[src/rtl/serial_adder.sv]
// Bit-serial WIDTH-bit adder: one operand bit pair per clock through a single
// full adder cell, with the carry held in a flip-flop between bits.

module structuralFullAdder (
   output logic sum,
   output logic carryout,
   input  logic a,
   input  logic b,
   input  logic carryin
);

   logic w_axb;
   logic w_gen;
   logic w_prop;

   assign w_axb    = a ^ b;
   assign sum      = w_axb ^ carryin;
   assign w_gen    = a & b;
   assign w_prop   = w_axb & carryin;
   assign carryout = w_gen | w_prop;

endmodule

module serial_adder #(
   parameter int WIDTH = 8
) (
   input  logic             clk,
   input  logic             reset,
   input  logic             start,
   input  logic [WIDTH-1:0] a,
   input  logic [WIDTH-1:0] b,
   input  logic             carryin,
   output logic             busy,
   output logic             done,
   output logic [WIDTH-1:0] sum,
   output logic             carryout
);

   localparam int CW = $clog2(WIDTH);
   localparam logic [CW-1:0] LAST = CW'(WIDTH - 1);

   typedef enum logic [1:0] {IDLE, RUN, DONE} state_t;

   state_t           r_state;
   state_t           w_next;
   logic [WIDTH-1:0] r_a;
   logic [WIDTH-1:0] r_b;
   logic             r_c;
   logic [WIDTH-1:0] r_res;
   logic [CW-1:0]    r_cnt;
   logic [WIDTH-1:0] r_sum;
   logic             r_cout;
   logic             w_faSum;
   logic             w_faCout;
   logic             w_load;
   logic             w_last;

   structuralFullAdder u_fa (
      .sum      (w_faSum),
      .carryout (w_faCout),
      .a        (r_a[0]),
      .b        (r_b[0]),
      .carryin  (r_c)
   );

   // A new operation may begin from IDLE or straight out of DONE.
   assign w_load = ((r_state == IDLE) || (r_state == DONE)) && start;
   assign w_last = (r_state == RUN) && (r_cnt == LAST);

   always_ff @(posedge clk) begin
      if (reset) begin
         r_state <= IDLE;
      end else begin
         r_state <= w_next;
      end
   end

   always_comb begin
      w_next = r_state;
      case (r_state)
         IDLE:    if (start) w_next = RUN;
         RUN:     if (w_last) w_next = DONE;
         DONE:    w_next = start ? RUN : IDLE;
         default: w_next = IDLE;
      endcase
   end

   // Operands shift right so bit i reaches the adder on the i-th RUN cycle;
   // the result fills from the MSB so bit i settles at position i.
   always_ff @(posedge clk) begin
      if (reset) begin
         r_a    <= '0;
         r_b    <= '0;
         r_c    <= 1'b0;
         r_res  <= '0;
         r_cnt  <= '0;
         r_sum  <= '0;
         r_cout <= 1'b0;
      end else if (w_load) begin
         r_a   <= a;
         r_b   <= b;
         r_c   <= carryin;
         r_res <= '0;
         r_cnt <= '0;
      end else if (r_state == RUN) begin
         r_a   <= {1'b0, r_a[WIDTH-1:1]};
         r_b   <= {1'b0, r_b[WIDTH-1:1]};
         r_c   <= w_faCout;
         r_res <= {w_faSum, r_res[WIDTH-1:1]};
         if (!w_last) begin
            r_cnt <= r_cnt + CW'(1);
         end
         if (w_last) begin
            r_sum  <= {w_faSum, r_res[WIDTH-1:1]};
            r_cout <= w_faCout;
         end
      end
   end

   assign busy     = (r_state == RUN);
   assign done     = (r_state == DONE);
   assign sum      = r_sum;
   assign carryout = r_cout;

endmodule

[config.mk]
export PLATFORM = sky130hd
export DESIGN_NAME = serial_adder
export DESIGN_NICKNAME = d
export VERILOG_FILES = /design/src/rtl/serial_adder.sv
export SDC_FILE = /design/constraint.sdc
export NUM_CORES = 1
export LEC_CHECK = 0
export ABC_AREA = 1
export BUFFER_PORTS_ARGS = -buffer_cell sky130_fd_sc_hd__buf_4
export CORE_AREA = 2 2 60 62
export CTS_CLUSTER_SIZE = 20
export DETAILED_ROUTE_END_ITERATION = 12
export DIE_AREA = 0 0 62 64
export PLACE_DENSITY = 0.77
export SLEW_MARGIN = 20
export SYNTH_ARGS = -nofsm -noshare
export SYNTH_HDL_FRONTEND = slang
export SYNTH_SLANG_ARGS = --single-unit
[constraint.sdc]
create_clock -name clk -period 2.8 [get_ports clk]
set_input_delay 0.56 -clock clk [delete_from_list [all_inputs] [get_ports clk]]
set_output_delay 0.56 -clock clk [all_outputs]
set_load 0.02 [all_outputs]
* Word-level counts from Yosys, hierarchy flattened
Cells that the tools add are included.
Storage, ports and cells: register bits after elaboration 39, input port bits 20, output and inout bits 11
Cells by class: add/subtract/negate cells 1, equality and inequality tests 5, mux-type cells 10, bitwise operators 7, reductions and logical operators 9
Operators with widths (count):
- $mux W8 | 4
- $pmux W2 S3 | 1
- $mux W2 | 2
- $reduce_and A2 Y1 | 2
- $add A3 B1 Y3 const B | 1
- $eq A3 B3 Y1 const B | 1
- $mux W1 | 3
- $reduce_and A3 Y1 | 1
- $and A1 B1 Y1 | 2
- $eq A2 B1 Y1 const B | 1
- $eq A2 B2 Y1 const B | 1
- $logic_and A1 B1 Y1 | 2
- $logic_not A2 Y1 | 1
- $ne A2 B1 Y1 const B | 1
- $ne A2 B2 Y1 const B | 1
- $not A1 Y1 | 2
- $reduce_bool A2 Y1 | 1
- $reduce_or A2 Y1 | 1
- $xor A1 B1 Y1 | 2
- $logic_or A1 B1 Y1 | 1
- $or A1 B1 Y1 | 1

* Longest topological paths before layout
Gate-level depths: netlist of run 1.
depth after elaboration 5, gate-level depth with buffers 8

* Modules after synthesis
From an unflattened synthesis of run 1, not the netlist that was laid out.
Unflattened totals: cell total of the unflattened synthesis 232, area total of the unflattened synthesis 1681.6 µm²
By module, submodules not included:
- serial_adder | instances 1, cells an instance 231, area an instance 1661.6 µm², sequential area each 760.7 µm²
- structuralFullAdder | instances 1, cells an instance 1, area an instance 20.0 µm², sequential area each 0.0 µm²

* Worst setup path before layout of run 1
Ideal clock, no wire load.
path type reg-to-output, start point register r_state[0], end point output done, arrival 0.795 ns, slack 1.445 ns, stages on the path, launching flop included 3, buffers on the path 1, cell sequence dfxtp_1 > buf_6 > nor2_1
On the way: cells in the longest elaborated chain, start to end 1
Ends and longest elaborated chain:
- from (decl) | RTL line 44 | state_t r_state;
- from (signal assigned) | RTL line 74 | r_state <= w_next;
- $eq A2 B2 Y1 | RTL line 121 | assign done = (r_state == DONE);
- to (decl) | RTL line 34 | output logic done,
Every way passes these cells.

* Worst setup path in the final report of run 1
start point register r_state[0], end point output busy
On the way: cells in the longest elaborated chain, start to end 1
Ends and longest elaborated chain:
- $eq A2 B1 Y1 | RTL line 120 | assign busy = (r_state == RUN);
- to (decl) | RTL line 33 | output logic busy,
Every way passes these cells.

==> results of run 1 <==
==> report_power, final <==
part	total (µW)	internal, µW	switching, µW	leakage, µW
clock	484	302	181	0.0000585
combinational	152	59.5	92.6	0.000644
sequential	586	570	16.1	0.000311
total	1220	932	290	0.00101
==> metal layers <==
layer / vias up / wire (µm) / GRT usage
li1: 784 / - / -
met1: 622 / 1520 / 0.239
met2: 35 / 1550 / 0.292
met3: 5 / 165 / 0.0628
met4: 0 / 48 / 0.0798
met5: - / 0 / 0
==> final cells by class <==
class                      instances  area, µm²  share of cell area
tap                               46       57.6              0.0284
timing repair buffer              31        233               0.115
multi-input combinational        150        729               0.360
sequential                        38        761               0.375
inverter                          36        135              0.0667
clock buffer                       6       51.3              0.0253
clock inverter                     2       60.1              0.0296
==> flip-flops by register name, indices dropped and copies added (netlist names) <==
signal and count:
r_a 8, r_b 8, sum 8, r_res 7, r_cnt 3, r_state 2
carryout 1, r_c 1
==> through the flow <==
step           hold slack [ns]  instances
3_3_place_gp             0.461        301
3_5_place_dp             0.459        301
4_1_cts                  0.425        309
2_1_floorplan            0.439        231
5_1_grt                  0.431        309
6_report                 0.434        309
==> logic make-up after synthesis <==
logic type,Yosys count,synth area share
buffers and inverters,43,0.112
DFF,38,0.453
AOI/OAI and AO/OA,39,0.116
and+or+nand+nor,108,0.292
adders and majority gates,3,0.0268
==> worst min-delay path: cells and delay by family <==
kind / cells / cell delay, ns
buffers and inverters: 1 / 0.08
AND/OR/NAND/NOR: 2 / 0.11
==> Yosys cell counts (all sizes together) <==
library cell / instances / area, µm²
inv: 36 / 135
nand3: 23 / 115
o21ai: 20 / 100
fa: 1 / 20.0
dfxtp: 38 / 761
nor2: 35 / 171
clkbuf: 1 / 3.75
nand2: 50 / 203
a21oi: 19 / 95.1
ha: 2 / 25.0
buf: 6 / 48.8
==> worst paths after layout <==
check                  end  slack (ns)        from  cells after the start
setup / recovery      busy        0.80  r_state[0]                      4
hold / removal      r_a[7]        0.43        a[7]                      3
setup reg to reg  r_cnt[0]        1.38  r_state[0]                      6
hold reg to reg     r_b[7]        0.47      r_b[7]                      2
==> impl_summary.log, run 1 <==
INFO  metric outcome = finished, final reports clean
INFO  metric crit_fanout = 27
INFO  metric viasPerCell = 4.68
INFO  metric worstHoldPathType = in2reg
INFO  metric layout_setup_ws = 0.797 ns
INFO  metric ys_ff_latch = 38
INFO  metric critical-path-slowest-cell = sky130_fd_sc_hd__dfxtp_1
INFO  metric clockRootBuffer = sky130_fd_sc_hd__clkbuf_4
INFO  metric vdd_drop_max = 0.000341 V
INFO  metric tightest_slew = 0.297 ns
INFO  metric grt_pass1_vias = 1291
INFO  metric floorplan.die.width = 62 µm
INFO  metric diodes = 0
INFO  metric cts_buffer_depth = 2
INFO  metric max-cap-violations = 0
INFO  metric placeableCoreArea = 3280 µm²
INFO  metric dp_hpwl = 2250 µm
INFO  metric power-per-cell-area = 603 nW/µm²
INFO  metric cts_made_buffers = 5
INFO  metric timing.setup.tns = 0 ns
INFO  metric timing.slew.headroom = 0.802
INFO  metric drcViolationCount = 0
INFO  metric ys_warn_count = 0
INFO  metric ys_seq_area_frac = 0.453
INFO  metric static-leakage-power = 0.00101 µW
INFO  metric grt_antenna_before_repair = 0
INFO  metric critical_path.top_delay_family = buffers and inverters
INFO  metric critical_path.max_stage_delay = 0.33 ns
INFO  metric finalWirelength = 3280 µm
INFO  metric cp.arrival = 1.44 ns
INFO  metric finalPower = 1220 µW
INFO  metric worst_setup_hold_path_clk_slew = 0.11 ns
INFO  metric std_cell_rows = 21
INFO  metric final_nets = 285
INFO  metric dr_total_vias = 1446
INFO  metric final_design_area_no_fill = 2030 µm²
INFO  metric layout_min_cycle_time = 2.00 ns
INFO  metric average_cell_area_after_synthesis = 7.26 µm²
INFO  metric floorplan.initialDensity = 0.511
INFO  metric fmax = 499 MHz
INFO  metric critPathMostFrequentCell = sky130_fd_sc_hd__buf_4
INFO  metric avgRoutedWirePerCell = 10.6 µm
INFO  metric most_frequent_standard_cell_in_the_layout_excluding_fill_and_tap_cells = sky130_fd_sc_hd__nand2_1
INFO  metric detailedRoute.firstPassIterationCount = 4
INFO  metric ys_types = 17
INFO  metric fin_util = 0.617
INFO  metric synthToLayoutAreaGrowth = 20.8%
INFO  metric timing.final.max_slew_violations = 0
INFO  metric drt_iter0_markers = 62
INFO  metric syn-cell-area = 1680 µm²
INFO  metric timing.final.crit_share = 0.715
INFO  metric ioPinCount = 31
INFO  metric drive_above_1_share = 0.190
INFO  metric route.antenna.remaining_nets = 0
INFO  metric htreeDepth = 2
INFO  metric timing.critical_path.to_type = primary output
INFO  metric port-buffer-count = 30
INFO  metric clkSinkCount = 38
INFO  metric cts_post_setup_buffers_inserted = 0
INFO  metric setup_viol = 0
INFO  metric final_hold_viol_count = 0
INFO  metric post_synth_inst_count = 231
INFO  metric cp.buffers_inverters = 3
INFO  metric gp_routability_congestion = 0.808
INFO  metric overflow = 0
INFO  metric cts_hold_buffers = 0
INFO  metric startpoint_type = flop
INFO  metric cts_tree = yes
INFO  metric clk_latency = 0.35 ns
INFO  metric pre_cts_ws = 1.19 ns
INFO  metric grt_pass1_wl = 5580 µm
INFO  metric post_cts.resized_instances = 0
INFO  metric chipHeight = 64 µm
INFO  metric worstPathCellList = buf_4, nand2_4, inv_2, buf_4
INFO  metric die_area = 3970 µm²
INFO  metric grt_setup_unrepaired = false
INFO  metric final.fill_count = 325
INFO  metric mappedNetlistNets = 254
INFO  metric maximum_number_of_pins_on_one_net_before_global_route_repair = 28
INFO  metric layout_common_cells = 48 x sky130_fd_sc_hd__nand2_1, 38 x sky130_fd_sc_hd__dfxtp_1, 32 x sky130_fd_sc_hd__nor2_1, 31 x sky130_fd_sc_hd__buf_4, 30 x sky130_fd_sc_hd__inv_1
INFO  metric timing_worst_setup_path_type = reg2out
INFO  metric track_usage = 0.190
INFO  metric crit_required = 2.24 ns
INFO  metric finClkSkew = 0.00597 ns
INFO  metric dpl-instance-area = 1920 µm²
No activity file was read; power rests on OpenSTA's default activity.
==> run 2: changes to the inputs <==
ABC_AREA = 0   (was 1)
PLACE_DENSITY = 0.74   (was 0.77)
clock period = 1.82 ns   (was 2.8 ns; I/O delays follow)
==> run 2 against run 1 <==
Compared with the run above:
- count of clock-buffer cells in the layout up 1
- sequential share of layout area up 4.4 points
- final area down 10%
- highest routed layer unchanged
- register-to-register slack worse by 0.98 ns
- synthesized cell count down 23%
- cell count down 18%
==> impl_summary.log, run 2 <==
INFO  metric outcome = finished, final reports clean (unchanged)
INFO  metric placedCellCount = 244 (was 301)
INFO  metric layout_setup_ws = 0.153 ns (was 0.797 ns)
INFO  metric gp_routability_congestion = 0.714 (was 0.808)
INFO  metric cts_hold_buffers = 0 (unchanged)
INFO  metric grtUsageMet1 = 0.247 (was 0.239)
INFO  metric layout_common_cells = 38 x sky130_fd_sc_hd__dfxtp_1, 36 x sky130_fd_sc_hd__nand2_1, 35 x sky130_fd_sc_hd__buf_4, 23 x sky130_fd_sc_hd__a21oi_1, 14 x sky130_fd_sc_hd__nand3_1 (was 48 x sky130_fd_sc_hd__nand2_1, 38 x sky130_fd_sc_hd__dfxtp_1, 32 x sky130_fd_sc_hd__nor2_1, 31 x sky130_fd_sc_hd__buf_4, 30 x sky130_fd_sc_hd__inv_1)
INFO  metric clk_latency = 0.34 ns (was 0.35 ns)
INFO  metric clockRootBuffer = sky130_fd_sc_hd__clkbuf_4 (unchanged)
INFO  metric avgRoutedWirePerCell = 12.0 µm (was 10.6 µm)
INFO  metric grt_antenna_before_repair = 0 (unchanged)
INFO  metric route.antenna.remaining_nets = 0 (unchanged)
INFO  metric std_cell_rows = 21 (unchanged)
INFO  metric final_hold_viol_count = 0 (unchanged)
INFO  metric finClkSkew = 0.00539 ns (was 0.00597 ns)
INFO  metric post_cts.resized_instances = 0 (unchanged)
INFO  metric final.fill_count = 323 (was 325)
INFO  metric cts_post_setup_buffers_inserted = 0 (unchanged)
INFO  metric htreeDepth = 2 (unchanged)
INFO  metric synth.top_cell.area_share = 0.502 (was 0.453)
INFO  metric critical_path.top_delay_family = flip-flops (was buffers and inverters)
INFO  metric ys_seq_area_frac = 0.502 (was 0.453)
INFO  metric most_frequent_standard_cell_in_the_layout_excluding_fill_and_tap_cells = sky130_fd_sc_hd__dfxtp_1 (was sky130_fd_sc_hd__nand2_1)
INFO  metric syn-cell-area = 1520 µm² (was 1680 µm²)
INFO  metric placeableCoreArea = 3280 µm² (unchanged)
INFO  metric diodes = 0 (unchanged)
INFO  metric timing.final.max_slew_violations = 0 (unchanged)
INFO  metric timing.setup.tns = 0 ns (unchanged)
INFO  metric ys_types = 25 (was 17)
INFO  metric multi_input_area = 668 µm² (was 729 µm²)
INFO  metric cts_buffer_depth = 2 (unchanged)
INFO  metric die_area = 3970 µm² (unchanged)
INFO  metric worstHoldPathType = in2reg (unchanged)
INFO  metric synth.top_cells.by_area = sky130_fd_sc_hd__dfxtp_1 50%, sky130_fd_sc_hd__nand2_1 8.9%, sky130_fd_sc_hd__a21oi_1 7.6%, sky130_fd_sc_hd__nand3_1 4.6%, sky130_fd_sc_hd__nor3_1 4.3% (was sky130_fd_sc_hd__dfxtp_1 45%, sky130_fd_sc_hd__nand2_1 11%, sky130_fd_sc_hd__nor2_1 7.2%, sky130_fd_sc_hd__nand3_1 6.9%, sky130_fd_sc_hd__inv_1 6.7%)
INFO  metric grt_pass1_wl = 5440 µm (was 5580 µm)
INFO  metric finalWirelength = 3030 µm (was 3280 µm)
INFO  metric cp.arrival = 1.30 ns (was 1.44 ns)
INFO  metric timing.critical_path.to_type = primary output (unchanged)
INFO  metric cts_tree = yes (unchanged)
INFO  metric critical_path.max_stage_delay = 0.43 ns (was 0.33 ns)
INFO  metric average_cell_area_after_synthesis = 8.56 µm² (was 7.26 µm²)
INFO  metric worstPathCellList = nand2b_1, inv_4, buf_4 (was buf_4, nand2_4, inv_2, buf_4)
INFO  metric crit_required = 1.46 ns (was 2.24 ns)
INFO  metric track_usage = 0.183 (was 0.190)
INFO  metric grt_pass1_vias = 1241 (was 1291)
INFO  metric async_sr_flop_fraction = 0 (unchanged)
INFO  metric overflow = 0 (unchanged)
INFO  metric timing_worst_setup_path_type = reg2out (unchanged)
INFO  metric floorplan.die.width = 62 µm (unchanged)
INFO  metric synth.largest_area_cell = sky130_fd_sc_hd__dfxtp_1 (unchanged)
INFO  metric cts_made_buffers = 5 (unchanged)
INFO  metric ys_warn_count = 0 (unchanged)
INFO  metric max-cap-violations = 0 (unchanged)
INFO  metric drive_above_1_share = 0.223 (was 0.190)
INFO  metric vdd_drop_max = 0.000502 V (was 0.000341 V)
INFO  metric dr_total_vias = 1326 (was 1446)
INFO  metric ioPinCount = 31 (unchanged)
INFO  metric startpoint_type = flop (unchanged)
INFO  metric timing.final.crit_share = 0.916
INFO  metric detailedRoute.firstPassIterationCount = 4 (unchanged)
INFO  metric static-leakage-power = 0.000695 µW (was 0.00101 µW)
INFO  metric grt_setup_unrepaired = false (unchanged)
INFO  metric grt.met3_usage = 0.0607 (was 0.0628)
INFO  metric layout_min_cycle_time = 1.67 ns
INFO  metric viasPerCell = 5.26 (was 4.68)
INFO  metric synthToLayoutAreaGrowth = 19.8% (was 20.8%)
INFO  metric yosysMostFrequentCell = sky130_fd_sc_hd__dfxtp_1 (was sky130_fd_sc_hd__nand2_1)
INFO  metric setup_viol = 0 (unchanged)
INFO  metric fmax = 600 MHz
INFO  metric cp.buffers_inverters = 2 (was 3)
INFO  metric worst_setup_hold_path_clk_slew = 0.11 ns (about the same)
INFO  metric final_instance_count_excl_fillers = 252 (was 309)
INFO  metric mappedNetlistNets = 200 (was 254)
INFO  metric timing.slew.headroom = 0.725 (was 0.802)
INFO  metric port-buffer-count = 30 (unchanged)
INFO  metric drcViolationCount = 0 (unchanged)
INFO  metric most_instantiated_flip_flop_cell_in_the_synthesis_netlist = sky130_fd_sc_hd__dfxtp_1 (unchanged)
INFO  metric crit_fanout = 22 (was 27)
INFO  metric pre_cts_ws = 0.390 ns (was 1.19 ns)
INFO  metric clkSinkCount = 38 (unchanged)
INFO  metric layout.area.seq = 761 µm² (unchanged)
INFO  metric tightest_slew = 0.411 ns (was 0.297 ns)
INFO  metric critical-path-slowest-cell = sky130_fd_sc_hd__dfxtp_1 (unchanged)
INFO  metric final_nets = 228 (was 285)
INFO  metric power-per-cell-area = 849 nW/µm² (was 603 nW/µm²)
INFO  metric drt_iter0_markers = 66 (was 62)
INFO  metric ys_ff_latch = 38 (unchanged)
INFO  metric synth-edff-count = 0 (unchanged)
INFO  metric dp_hpwl = 1970 µm (was 2250 µm)
INFO  metric post_synth_most_frequent_cells = 38 x sky130_fd_sc_hd__dfxtp_1, 36 x sky130_fd_sc_hd__nand2_1, 23 x sky130_fd_sc_hd__a21oi_1, 14 x sky130_fd_sc_hd__nand3_1, 13 x sky130_fd_sc_hd__nor3_1 (was 48 x sky130_fd_sc_hd__nand2_1, 38 x sky130_fd_sc_hd__dfxtp_1, 32 x sky130_fd_sc_hd__nor2_1, 30 x sky130_fd_sc_hd__inv_1, 23 x sky130_fd_sc_hd__nand3_1)
INFO  metric chipHeight = 64 µm (unchanged)
INFO  metric maximum_number_of_pins_on_one_net_before_global_route_repair = 30 (was 28)
INFO  metric floorplan.initialDensity = 0.461 (was 0.511)
INFO  metric grt_most_used_layer = met2 (unchanged)
INFO  metric post_synth_inst_count = 177 (was 231)
INFO  metric grt_use_met2 = 0.268 (was 0.292)
-- run 2: logic make-up after synthesis --
logic type / after synthesis / share of synthesized area
AO/OA/AOI/OAI: 40 / 0.164
adder cells (fa/ha/maj): 3 / 0.0297
XOR/XNOR: 1 / 0.00578
flip-flops: 38 / 0.502
AND/OR/NAND/NOR: 79 / 0.235
buffers and inverters: 15 / 0.0570
multiplexers: 1 / 0.00661
-- run 2: path summary, 6_finish.rpt --
check | start | to | slack, ns | depth (start not counted)
setup / recovery | r_state[0] | busy | 0.15 | 3
hold / removal | b[7] | r_b[7] | 0.26 | 3
setup reg to reg | r_cnt[0] | sum[1] | 0.40 | 5
hold reg to reg | sum[0] | sum[0] | 0.46 | 2
-- run 2: report_power, final --
group	switching (µW)	total (µW)	leakage (µW)	internal, µW
logic	110	195	0.000350	85.9
registers	22.4	892	0.000310	869
clock network	266	454	0.0000353	187
-- run 2: stage by stage --
step	utilization	hold WS [ns]	area, µm²	power (µW)
finish	0.553	0.258	1820	1540
global route	0.553	0.249	1820	1630
CTS	0.553	0.262	1820	1550
detailed placement	0.534	0.447	1760	1110
global placement	0.534	0.445	1760	1100
floorplan	-	0.437	1520	1050
-- run 2: final cells by class --
| class | count | share of cell area |
|---|---|---|
| flip-flops and latches | 38 | 0.419 |
| multi-input cells | 124 | 0.368 |
| repair buffers | 35 | 0.145 |
| well taps | 46 | 0.0317 |
| clock buffers | 7 | 0.0303 |
| inverters | 1 | 0.00345 |
| clock inverters | 1 | 0.00276 |
-- run 2: worst register-to-register path: stages (launching register included) --
cell                       delay, ns
sky130_fd_sc_hd__dfxtp_1        0.36
sky130_fd_sc_hd__ha_1           0.15
sky130_fd_sc_hd__ha_1           0.22
sky130_fd_sc_hd__nand3b_1       0.33
sky130_fd_sc_hd__nand2_1        0.17
sky130_fd_sc_hd__a21oi_1        0.07
-- run 2: metal layers --
metal	vias up	part of all wire
met4	0	0.012
met5	-	0
met2	37	0.46
met1	614	0.48
met3	4	0.047
li1	671	-
